File: src/rtl/version_store_if.sv
// Write-side bus of version_store.
//
// Purpose: groups the write handshake so the producer and the store share
// one bundle.
//
// Handshake: a write is transferred on a rising edge where writeValid and
// writeReady are both high. While writeValid is high the producer holds
// writeData stable until that edge. writeReady may change combinationally
// with store state and minActiveVersion and never depends on writeValid.
// writeVersion is the version a write transferred in this cycle receives.
//
// Signals:
//   writeValid    master -> slave  write request
//   writeData     master -> slave  32-bit data to store
//   writeReady    slave  -> master store accepts this cycle
//   writeVersion  slave  -> master version stamped on the accepted write
interface version_store_if #(
  parameter int BLOCK_SIZE = 4
);
  logic                  writeValid;
  logic [31:0]           writeData;
  logic                  writeReady;
  logic [BLOCK_SIZE-1:0] writeVersion;

  modport master (
    output writeValid, writeData,
    input  writeReady, writeVersion
  );

  modport slave (
    input  writeValid, writeData,
    output writeReady, writeVersion
  );
endinterface

File: src/rtl/version_store.sv
// Four-slot multi-version store for one 32-bit object.
//
// Purpose: every accepted write is stamped with a monotonically increasing
// version and placed in an empty slot, or failing that in the oldest slot
// that no reader can still request. All four (version, data) pairs are
// registered outputs. Version 0 marks an empty slot.
//
// Ports:
//   clk, rst            clock; synchronous active-high reset
//   wr                  write handshake bus (slave side)
//   minActiveVersion    slots with a nonzero version below this are reclaimable
//   rebase              one-cycle pulse requesting an epoch rebase
//   version0..3         registered slot versions (0 = empty)
//   dataOut0..3         registered slot data
//   nextVersion         version the next accepted write receives
//   exhausted           version space used up, waiting for rebase
//   state_dbg           current FSM state (0 NORMAL, 1 EXHAUSTED, 2 REBASE)
module version_store #(
  parameter int BLOCK_SIZE = 4
) (
  input  logic                  clk,
  input  logic                  rst,
  version_store_if.slave        wr,
  input  logic [BLOCK_SIZE-1:0] minActiveVersion,
  input  logic                  rebase,
  output logic [BLOCK_SIZE-1:0] version0,
  output logic [BLOCK_SIZE-1:0] version1,
  output logic [BLOCK_SIZE-1:0] version2,
  output logic [BLOCK_SIZE-1:0] version3,
  output logic [31:0]           dataOut0,
  output logic [31:0]           dataOut1,
  output logic [31:0]           dataOut2,
  output logic [31:0]           dataOut3,
  output logic [BLOCK_SIZE-1:0] nextVersion,
  output logic                  exhausted,
  output logic [1:0]            state_dbg
);

  typedef enum logic [1:0] {
    ST_NORMAL    = 2'd0,
    ST_EXHAUSTED = 2'd1,
    ST_REBASE    = 2'd2
  } state_t;

  localparam logic [BLOCK_SIZE-1:0] MAX_VER = '1;
  localparam logic [BLOCK_SIZE-1:0] ONE_VER = BLOCK_SIZE'(1);
  localparam logic [BLOCK_SIZE-1:0] TWO_VER = BLOCK_SIZE'(2);

  state_t                state_q, state_d;
  logic [BLOCK_SIZE-1:0] ver_q [4];
  logic [BLOCK_SIZE-1:0] ver_d [4];
  logic [31:0]           dat_q [4];
  logic [31:0]           dat_d [4];
  logic [BLOCK_SIZE-1:0] next_q, next_d;

  // Slot survey
  logic                  found_empty;
  logic [1:0]            empty_idx;
  logic                  any_nz;
  logic [BLOCK_SIZE-1:0] min_ver;
  logic [1:0]            min_idx;
  logic [BLOCK_SIZE-1:0] max_ver;
  logic [1:0]            max_idx;
  logic                  reclaim_ok;
  logic                  target_valid;
  logic [1:0]            target_idx;
  logic                  write_ready;
  logic                  accept;

  always_comb begin
    found_empty = 1'b0;
    empty_idx   = 2'd0;
    any_nz      = 1'b0;
    min_ver     = '1;
    min_idx     = 2'd0;
    max_ver     = '0;
    max_idx     = 2'd0;
    // Scan downwards so the lowest-index empty slot wins.
    for (int i = 3; i >= 0; i--) begin
      if (ver_q[i] == '0) begin
        found_empty = 1'b1;
        empty_idx   = 2'(i);
      end
    end
    for (int i = 0; i < 4; i++) begin
      if (ver_q[i] != '0) begin
        if (!any_nz || (ver_q[i] < min_ver)) begin
          min_ver = ver_q[i];
          min_idx = 2'(i);
        end
        if (ver_q[i] > max_ver) begin
          max_ver = ver_q[i];
          max_idx = 2'(i);
        end
        any_nz = 1'b1;
      end
    end
    // The newest version is never reclaimed, so a reader always has one.
    // minActiveVersion of 0 or 1 makes this false since min_ver >= 1.
    reclaim_ok   = any_nz && (min_ver < minActiveVersion) && (min_idx != max_idx);
    target_valid = found_empty || reclaim_ok;
    target_idx   = found_empty ? empty_idx : min_idx;
    write_ready  = (state_q == ST_NORMAL) && target_valid;
    accept       = wr.writeValid && write_ready;
  end

  always_comb begin
    state_d = state_q;
    next_d  = next_q;
    for (int i = 0; i < 4; i++) begin
      ver_d[i] = ver_q[i];
      dat_d[i] = dat_q[i];
    end
    unique case (state_q)
      ST_NORMAL: begin
        if (accept) begin
          ver_d[target_idx] = next_q;
          dat_d[target_idx] = wr.writeData;
          if (next_q == MAX_VER) begin
            state_d = ST_EXHAUSTED;
          end else begin
            next_d = next_q + ONE_VER;
          end
        end
        // The write of this cycle is stored first, so it becomes the
        // newest entry that the rebase keeps.
        if (rebase) begin
          state_d = ST_REBASE;
        end
      end
      ST_EXHAUSTED: begin
        if (rebase) begin
          state_d = ST_REBASE;
        end
      end
      ST_REBASE: begin
        for (int i = 0; i < 4; i++) begin
          if (any_nz && (2'(i) == max_idx)) begin
            ver_d[i] = ONE_VER;
          end else begin
            ver_d[i] = '0;
            dat_d[i] = '0;
          end
        end
        next_d  = any_nz ? TWO_VER : ONE_VER;
        state_d = ST_NORMAL;
      end
      default: state_d = ST_NORMAL;
    endcase
  end

  always_ff @(posedge clk) begin
    if (rst) begin
      state_q <= ST_NORMAL;
      next_q  <= ONE_VER;
      for (int i = 0; i < 4; i++) begin
        ver_q[i] <= '0;
        dat_q[i] <= '0;
      end
    end else begin
      state_q <= state_d;
      next_q  <= next_d;
      for (int i = 0; i < 4; i++) begin
        ver_q[i] <= ver_d[i];
        dat_q[i] <= dat_d[i];
      end
    end
  end

  assign wr.writeReady   = write_ready;
  assign wr.writeVersion = next_q;
  assign version0        = ver_q[0];
  assign version1        = ver_q[1];
  assign version2        = ver_q[2];
  assign version3        = ver_q[3];
  assign dataOut0        = dat_q[0];
  assign dataOut1        = dat_q[1];
  assign dataOut2        = dat_q[2];
  assign dataOut3        = dat_q[3];
  assign nextVersion     = next_q;
  assign exhausted       = (state_q == ST_EXHAUSTED);
  assign state_dbg       = state_q;

endmodule

File: src/flat_wrapper.sv
// flat-port wrapper written by rule: the top's interface ports become plain ports
module version_store_flat 
#(
  parameter int BLOCK_SIZE = 4
)
  (clk, rst, minActiveVersion, rebase, version0, version1, version2, version3, dataOut0, dataOut1, dataOut2, dataOut3, nextVersion, exhausted, state_dbg, wr_writeValid, wr_writeData, wr_writeReady, wr_writeVersion);
  version_store_if #(.BLOCK_SIZE(BLOCK_SIZE)) wr_i ();
  input  logic clk;
  input  logic rst;
  input  logic [BLOCK_SIZE-1:0] minActiveVersion;
  input  logic rebase;
  output logic [BLOCK_SIZE-1:0] version0;
  output logic [BLOCK_SIZE-1:0] version1;
  output logic [BLOCK_SIZE-1:0] version2;
  output logic [BLOCK_SIZE-1:0] version3;
  output logic [31:0] dataOut0;
  output logic [31:0] dataOut1;
  output logic [31:0] dataOut2;
  output logic [31:0] dataOut3;
  output logic [BLOCK_SIZE-1:0] nextVersion;
  output logic exhausted;
  output logic [1:0] state_dbg;
  input wire logic [$bits(wr_i.writeValid)-1:0] wr_writeValid;
  input wire logic [$bits(wr_i.writeData)-1:0] wr_writeData;
  output wire logic [$bits(wr_i.writeReady)-1:0] wr_writeReady;
  output wire logic [$bits(wr_i.writeVersion)-1:0] wr_writeVersion;
  assign wr_i.writeValid = wr_writeValid;
  assign wr_i.writeData = wr_writeData;
  assign wr_writeReady = wr_i.writeReady;
  assign wr_writeVersion = wr_i.writeVersion;
  version_store #(.BLOCK_SIZE(BLOCK_SIZE)) u_core (.clk(clk), .rst(rst), .wr(wr_i), .minActiveVersion(minActiveVersion), .rebase(rebase), .version0(version0), .version1(version1), .version2(version2), .version3(version3), .dataOut0(dataOut0), .dataOut1(dataOut1), .dataOut2(dataOut2), .dataOut3(dataOut3), .nextVersion(nextVersion), .exhausted(exhausted), .state_dbg(state_dbg));
endmodule
File: config.mk
export PLATFORM = sky130hd
export DESIGN_NAME = version_store_flat
export DESIGN_NICKNAME = d
export VERILOG_FILES = /design/src/rtl/version_store_if.sv /design/src/rtl/version_store.sv /design/src/flat_wrapper.sv
export SDC_FILE = /design/constraint.sdc
export NUM_CORES = 1
export LEC_CHECK = 0
export ABC_AREA = 1
export BUFFER_PORTS_ARGS = -buffer_cell sky130_fd_sc_hd__buf_4
export CAP_MARGIN = 20
export CORE_ASPECT_RATIO = 2
export CORE_MARGIN = 5
export CORE_UTILIZATION = 40
export DETAILED_ROUTE_END_ITERATION = 10
export PLACE_DENSITY = 0.67
export SLEW_MARGIN = 40
export SYNTH_ARGS = -nofsm -noshare
export SYNTH_HDL_FRONTEND = slang
export SYNTH_SLANG_ARGS = --single-unit
File: constraint.sdc
create_clock -name clk -period 17 [get_ports clk]
set_input_delay 4.25 -clock clk [delete_from_list [all_inputs] [get_ports clk]]
set_output_delay 4.25 -clock clk [all_outputs]
set_load 0.1 [all_outputs]
==> flow_metrics.py, run 1 <==
metrics = {
    "detailed_routing": {
        "wl_per_cell_microns": 14.8,
        "drtIter0Drc": 340,
        "drc": 0,
        "ant_nets": 0,
        "via_per_inst": 4.62,
        "drt_wl_total_microns": 26300,
        "vias": 8194,
        "first_pass_iters": 5,
    },
    "timing": {
        "min_period_over_period_pct": 60.0,
        "fin_setup_tns_ns": 0,
        "worst_pin_slew_ns": 0.781,
        "slew_violations": 0,
        "hold_violations": 0,
        "clock_skew_ns": 0.00792,
        "fmaxAchievable_ghz": 0.0981,
        "slew_headroom_pct": 47.4,
        "rsz0062_at_grt": "false",
        "finalWorstSetupSlack_ns": 6.81,
        "period_needed_ns": 10.19,
        "setup_viol": 0,
    },
    "final_layout": {
        "final_cell_mix": "nor2_1 (412), nand2_1 (396), buf_4 (201), inv_1 (175), dfxtp_1 (150)",
        "layout_commonest_cell": "nor2_1",
        "multi_input_area_sq_um": 4020,
        "nFillCells": 2061,
        "syn_to_final_growth_pct": 27.2,
        "layout-drive-gt1-share_pct": 17.0,
        "nets": 1562,
        "antenna_cells": 0,
        "regArea_sq_um": 3000,
        "fin_area_sq_um": 10200,
    },
    "worst_setup_path": {
        "ff2ff_setup_slack_ns": 10.77,
        "worstSetupStartpointType": "register",
        "reg2regPathDepth": 40,
        "crit_arrival_ns": 5.94,
        "crit_top_cell": "inv_1",
        "max_stage_delay_ns": 0.43,
        "crit_required_ns": 12.75,
        "critPathKind": "reg2out",
        "cpMaxStageDelayCell": "a21boi_2",
        "r2r-end": "u_core.dat_q[0][127]$_SDFFE_PP0P_",
        "crit_path_end_kind": "output pin",
        "crit_path_max_fanout": 13,
        "r2r_start": "u_core.ver_q[0][2]$_SDFFE_PP0P_",
    },
    "min_path": {
        "hold_path_class": "reg2reg",
        "whs_endpoint": "u_core.ver_q[0][1]$_SDFFE_PP0P_",
        "hold_start": "u_core.ver_q[0][1]$_SDFFE_PP0P_",
        "whs_path_depth": 2,
    },
    "grt": {
        "grt_use_total_pct": 22.9,
        "overflow": 0,
        "grt_antenna_before_repair": 0,
        "grt_pass1_wl_microns": 40300,
        "grt_pass1_vias": 7600,
        "grt_start_max_net_pins": 73,
    },
    "logic_synthesis": {
        "synth_top_area_share_pct": 37.4,
        "synth_area_sq_um": 8030,
        "async_reset_ff_share_pct": 0,
        "syn_inst": 1345,
        "synth_nets": 1408,
        "ys.flop_type": "dfxtp_1",
        "synth_cell_types": 30,
        "synth_area_leaders": "dfxtp_1 (37%), nor2_1 (19%), nand2_1 (19%)",
        "yosys_warnings": 0,
        "synth_seq_area_share_pct": 37.4,
        "yosysTopAreaCell": "dfxtp_1",
        "synth-seq-cells": 150,
        "postSynthAreaPerCell_sq_um": 5.97,
        "synth_edf_count": 0,
    },
    "die": {
        "rows": 73,
        "die_h_microns": 210,
        "die_w_microns": 110,
        "fp.coreArea_sq_um": 19800,
        "io_pins": 196,
        "dieArea_sq_um": 23200,
        "initial_core_util_pct": 40.5,
    },
    "clock_tree": {
        "hold_buffers": 0,
        "clk_path_buf_depth": 2,
        "root_buffer": "clkbuf_16",
        "clk_pin_slew_worst_paths_ns": 0.06,
        "clkLatencyLatePin_ns": 0.43,
        "numClockSinks": 150,
        "cts_resized": 0,
        "cts_setup_buffers": 0,
        "htreeDepth": 4,
        "cts_tree": "done",
        "numCtsBuffers": 17,
    },
    "placement": {
        "place_area_sq_um": 9600,
        "place_congestion": 0.958,
        "portBuffers": 195,
        "pre_cts_ws_ns": 6.62,
        "detailed_place_hpwl_microns": 18900,
    },
    "run_status": {
        "outcome": "completed",
    },
    "job": {
        "cap_violations": 0,
    },
    "power": {
        "peakVddDrop_v": 0.000101,
        "cellPowerDensity_nw_per_um2": 156,
        "fin_total_pwr_mw": 1.59,
        "total_leakage_power_nw": 5.85,
    },
}
==> critical path, delay by kind of cell (launching register included) <==
kind                       cells  cell delay (ns)
DFF                            1             0.36
AOI/OAI and AO/OA              9             1.73
and+or+nand+nor               14             1.27
buffers and inverters          7             0.91
adders and majority gates      4             1.22
==> registers in the layout, indices dropped and copies added, names as in the netlist <==
| signal | cells |
|---|---|
| u_core.nextVersion | 4 |
| u_core.dat_q | 128 |
| u_core.ver_q | 16 |
| u_core.state_dbg | 2 |
==> worst max path at each step <==
stage / cells past startpoint / endpoint / from
2_1_floorplan: 8 / wr_writeReady / minActiveVersion[3]
3_3_place_gp: 9 / wr_writeReady / minActiveVersion[3]
3_5_place_dp: 9 / wr_writeReady / minActiveVersion[3]
4_1_cts: 34 / wr_writeReady / u_core.ver_q[0][2]$_SDFFE_PP0P_
5_1_grt: 37 / wr_writeReady / u_core.ver_q[0][2]$_SDFFE_PP0P_
6_report: 34 / wr_writeReady / u_core.ver_q[0][2]$_SDFFE_PP0P_
==> through the flow <==
stage,util (%),hold WS [ns],instances
5_1_grt,51.5,0.530,1774
3_3_place_gp,48.1,0.496,1739
4_1_cts,51.5,0.511,1774
3_5_place_dp,48.4,0.501,1742
2_1_floorplan,-,0.931,1345
6_report,51.5,0.509,1774
==> area by class of cell <==
type	count	area share, %
clock buffers	18	4.20
clock inverters	14	1.74
inverters	178	6.57
multi-input cells	948	39.4
flip-flops and latches	150	29.4
well taps	262	3.21
repair buffers	204	15.5
==> where the power goes <==
part	internal [mW]	switching (mW)	leakage, nW	total, mW
clock network	0.232	0.157	0.288	0.390
registers	0.401	0.0351	1.23	0.436
logic	0.166	0.597	4.33	0.763
total	0.799	0.790	5.85	1.59
==> Yosys cell counts (2+ instances only) <==
cell and n:
buf_6 7, buf_4 6, inv_2 2, ha_1 23, dfxtp_1 150, inv_1 175
o21ai_0 20, nand2_2 7, clkbuf_1 36, nand4_1 9, nor2_1 412, o21ai_2 2
nand2_4 3, nor4_1 3, nor2_2 4, nand4_2 2, nand2_1 396, nand3_1 27
a21oi_1 30, nand3b_1 2, buf_2 19, a21boi_0 2
==> cells by family after synthesis <==
kind of cell	after synthesis	synth area share, %
AND/OR/NAND/NOR	867	42.3
buffers and inverters	247	12.8
flip-flops	150	37.4
AO/OA/AOI/OAI	57	3.80
adder cells (fa/ha/maj)	23	3.58
XOR/XNOR	1	0.109
==> metal layers <==
| layer | track usage, % | routed length, microns |
|---|---|---|
| met5 | 0 | 0 |
| met4 | 13.6 | 1460 |
| met3 | 4.08 | 1140 |
| met2 | 41.1 | 14000 |
| met1 | 24.0 | 9650 |
Note: power is estimated with default switching activity, not from simulation.
==> run 2, diff against run 1 <==
--- a/config.mk
+++ b/config.mk
@@ -12,7 +12,7 @@
 export CORE_MARGIN = 5
 export CORE_UTILIZATION = 40
 export DETAILED_ROUTE_END_ITERATION = 10
-export PLACE_DENSITY = 0.67
+export PLACE_DENSITY = 0.69
 export SLEW_MARGIN = 40
 export SYNTH_ARGS = -nofsm -noshare
 export SYNTH_HDL_FRONTEND = slang
==> constraint.sdc (replaced) <==
create_clock -name clk -period 8.4 [get_ports clk]
set_input_delay 2.1 -clock clk [delete_from_list [all_inputs] [get_ports clk]]
set_output_delay 2.1 -clock clk [all_outputs]
set_load 0.1 [all_outputs]
==> flow_metrics.py, run 2 (synthesized netlist as in run 1, its figures left out) <==
metrics = {
    "detailed_routing": {
        "ant_nets": 0,
        "drc": 0,
        "drtIter0Drc": 434,
        "first_pass_iters": 5,
        "drt_wl_total_microns": 26000,
        "vias": 8171,
        "wl_per_cell_microns": 14.7,
        "via_per_inst": 4.61,
    },
    "job": {
        "cap_violations": 0,
    },
    "final_layout": {
        "nets": 1562,
        "syn_to_final_growth_pct": 26.1,
        "largest_reg_flops": 128,
        "fin_cells": 1774,
        "final_util_pct": 51.1,
        "fin_area_sq_um": 10100,
        "largest-register": "u_core.dat_q",
        "antenna_cells": 0,
        "layout_commonest_cell": "nor2_1",
        "layout-drive-gt1-share_pct": 16.9,
        "final_cell_mix": "nor2_1 (412), nand2_1 (395), buf_4 (201), inv_1 (175), dfxtp_1 (150)",
    },
    "worst_setup_path": {
        "r2r-end": "u_core.dat_q[0][43]$_SDFFE_PP0P_",
        "ff2ff_setup_slack_ns": 2.35,
        "r2r_start": "u_core.ver_q[0][0]$_SDFFE_PP0P_",
        "crit_path_max_fanout": 9,
        "crit_path_end_kind": "output pin",
        "crit_arrival_ns": 5.54,
        "crit_family": "compound AO/OA/AOI/OAI gates",
        "crit_required_ns": 6.30,
        "critPathKind": "reg2out",
        "cpMaxStageDelayCell": "dfxtp_1",
        "worstSetupStartpointType": "register",
        "path_buf_inv": 7,
        "reg2regPathDepth": 42,
        "max_stage_delay_ns": 0.35,
    },
    "die": {
        "initial_core_util_pct": 40.5,
        "rows": 73,
        "io_pins": 196,
        "fp.coreArea_sq_um": 19800,
        "dieArea_sq_um": 23200,
        "die_h_microns": 210,
        "die_w_microns": 110,
    },
    "grt": {
        "grt_busiest_layer": "met2",
        "grtUsageMet1_pct": 23.4,
        "grt_pass1_vias": 7697,
        "grt_antenna_before_repair": 0,
        "grt_pass1_wl_microns": 40700,
        "grt_use_total_pct": 22.8,
        "grt_start_max_net_pins": 74,
        "grtUsageMet3_pct": 5.03,
        "overflow": 0,
        "use_met2_pct": 40.3,
    },
    "clock_tree": {
        "hold_buffers": 0,
        "htreeDepth": 4,
        "root_buffer": "clkbuf_16",
        "cts_tree": "done",
        "cts_setup_buffers": 0,
        "clk_path_buf_depth": 2,
        "cts_resized": 0,
        "clkLatencyLatePin_ns": 0.42,
        "numClockSinks": 150,
        "clk_pin_slew_worst_paths_ns": 0.06,
        "numCtsBuffers": 17,
    },
    "power": {
        "peakVddDrop_v": 0.000207,
        "total_leakage_power_nw": 5.81,
        "fin_total_pwr_mw": 3.10,
        "cellPowerDensity_nw_per_um2": 306,
    },
    "timing": {
        "finalWorstSetupSlack_ns": 0.761,
        "period_needed_ns": 7.64,
        "worst_pin_slew_ns": 0.790,
        "fmaxAchievable_ghz": 0.131,
        "slew_headroom_pct": 47.2,
        "setup_viol": 0,
        "clock_skew_ns": 0.0122,
        "fin_setup_tns_ns": 0,
        "hold_violations": 0,
        "rsz0062_at_grt": "false",
        "holdWs_ns": 0.511,
        "slew_violations": 0,
        "min_period_over_period_pct": 90.9,
    },
    "placement": {
        "dp_cells": 1742,
        "portBuffers": 195,
        "pre_cts_ws_ns": 1.24,
        "place_congestion": 0.931,
        "detailed_place_hpwl_microns": 18600,
        "place_area_sq_um": 9610,
    },
    "min_path": {
        "whs_endpoint": "u_core.dat_q[0][99]$_SDFFE_PP0P_",
        "hold_start": "u_core.dat_q[0][99]$_SDFFE_PP0P_",
        "hold_path_class": "reg2reg",
        "whs_path_depth": 4,
    },
    "run_status": {
        "outcome": "completed",
    },
}
## run 2: tightest hold or removal path, cell delays in order (launching register included)
cell and delay [ns]:
dfxtp_1 0.31, inv_1 0.05, nand2_1 0.04, nand2_1 0.05, nor2_1 0.03
## run 2: worst max path at each step
stage / from / to / slack (ns) / depth (start not counted)
CTS: u_core.ver_q[0][0]$_SDFFE_PP0P_ / wr_writeReady / 0.77 / 35
global placement: u_core.ver_q[0][0]$_SDFFE_PP0P_ / wr_writeReady / 1.41 / 35
global route: u_core.ver_q[0][2]$_SDFFE_PP0P_ / wr_writeReady / 0.08 / 37
finish: u_core.ver_q[0][0]$_SDFFE_PP0P_ / wr_writeReady / 0.76 / 35
floorplan: u_core.ver_q[0][2]$_SDFFE_PP0P_ / wr_writeReady / 0.76 / 37
detailed placement: u_core.ver_q[0][0]$_SDFFE_PP0P_ / wr_writeReady / 1.24 / 35
## run 2: cell type report
| type | instances | area, sq um |
|---|---|---|
| multi-input cells | 948 | 4020 |
| inverters | 178 | 671 |
| flip-flops and latches | 150 | 3000 |
| clock buffers | 19 | 433 |
| clock inverters | 13 | 83.8 |
| fillers | 2111 | 9690 |
| repair buffers | 204 | 1580 |
| well taps | 262 | 328 |
## run 2: per-layer routing
metal  up-vias  routed length (microns)
li1       4275                        -
met1      3609                     9550
met2       208                    13500
met3        79                     1200
met4         0                     1750
met5         -                        0
## run 2: report_power, final
group / internal (mW) / switching (mW)
combinational: 0.335 / 1.21
clock: 0.375 / 0.307
sequential: 0.812 / 0.0655
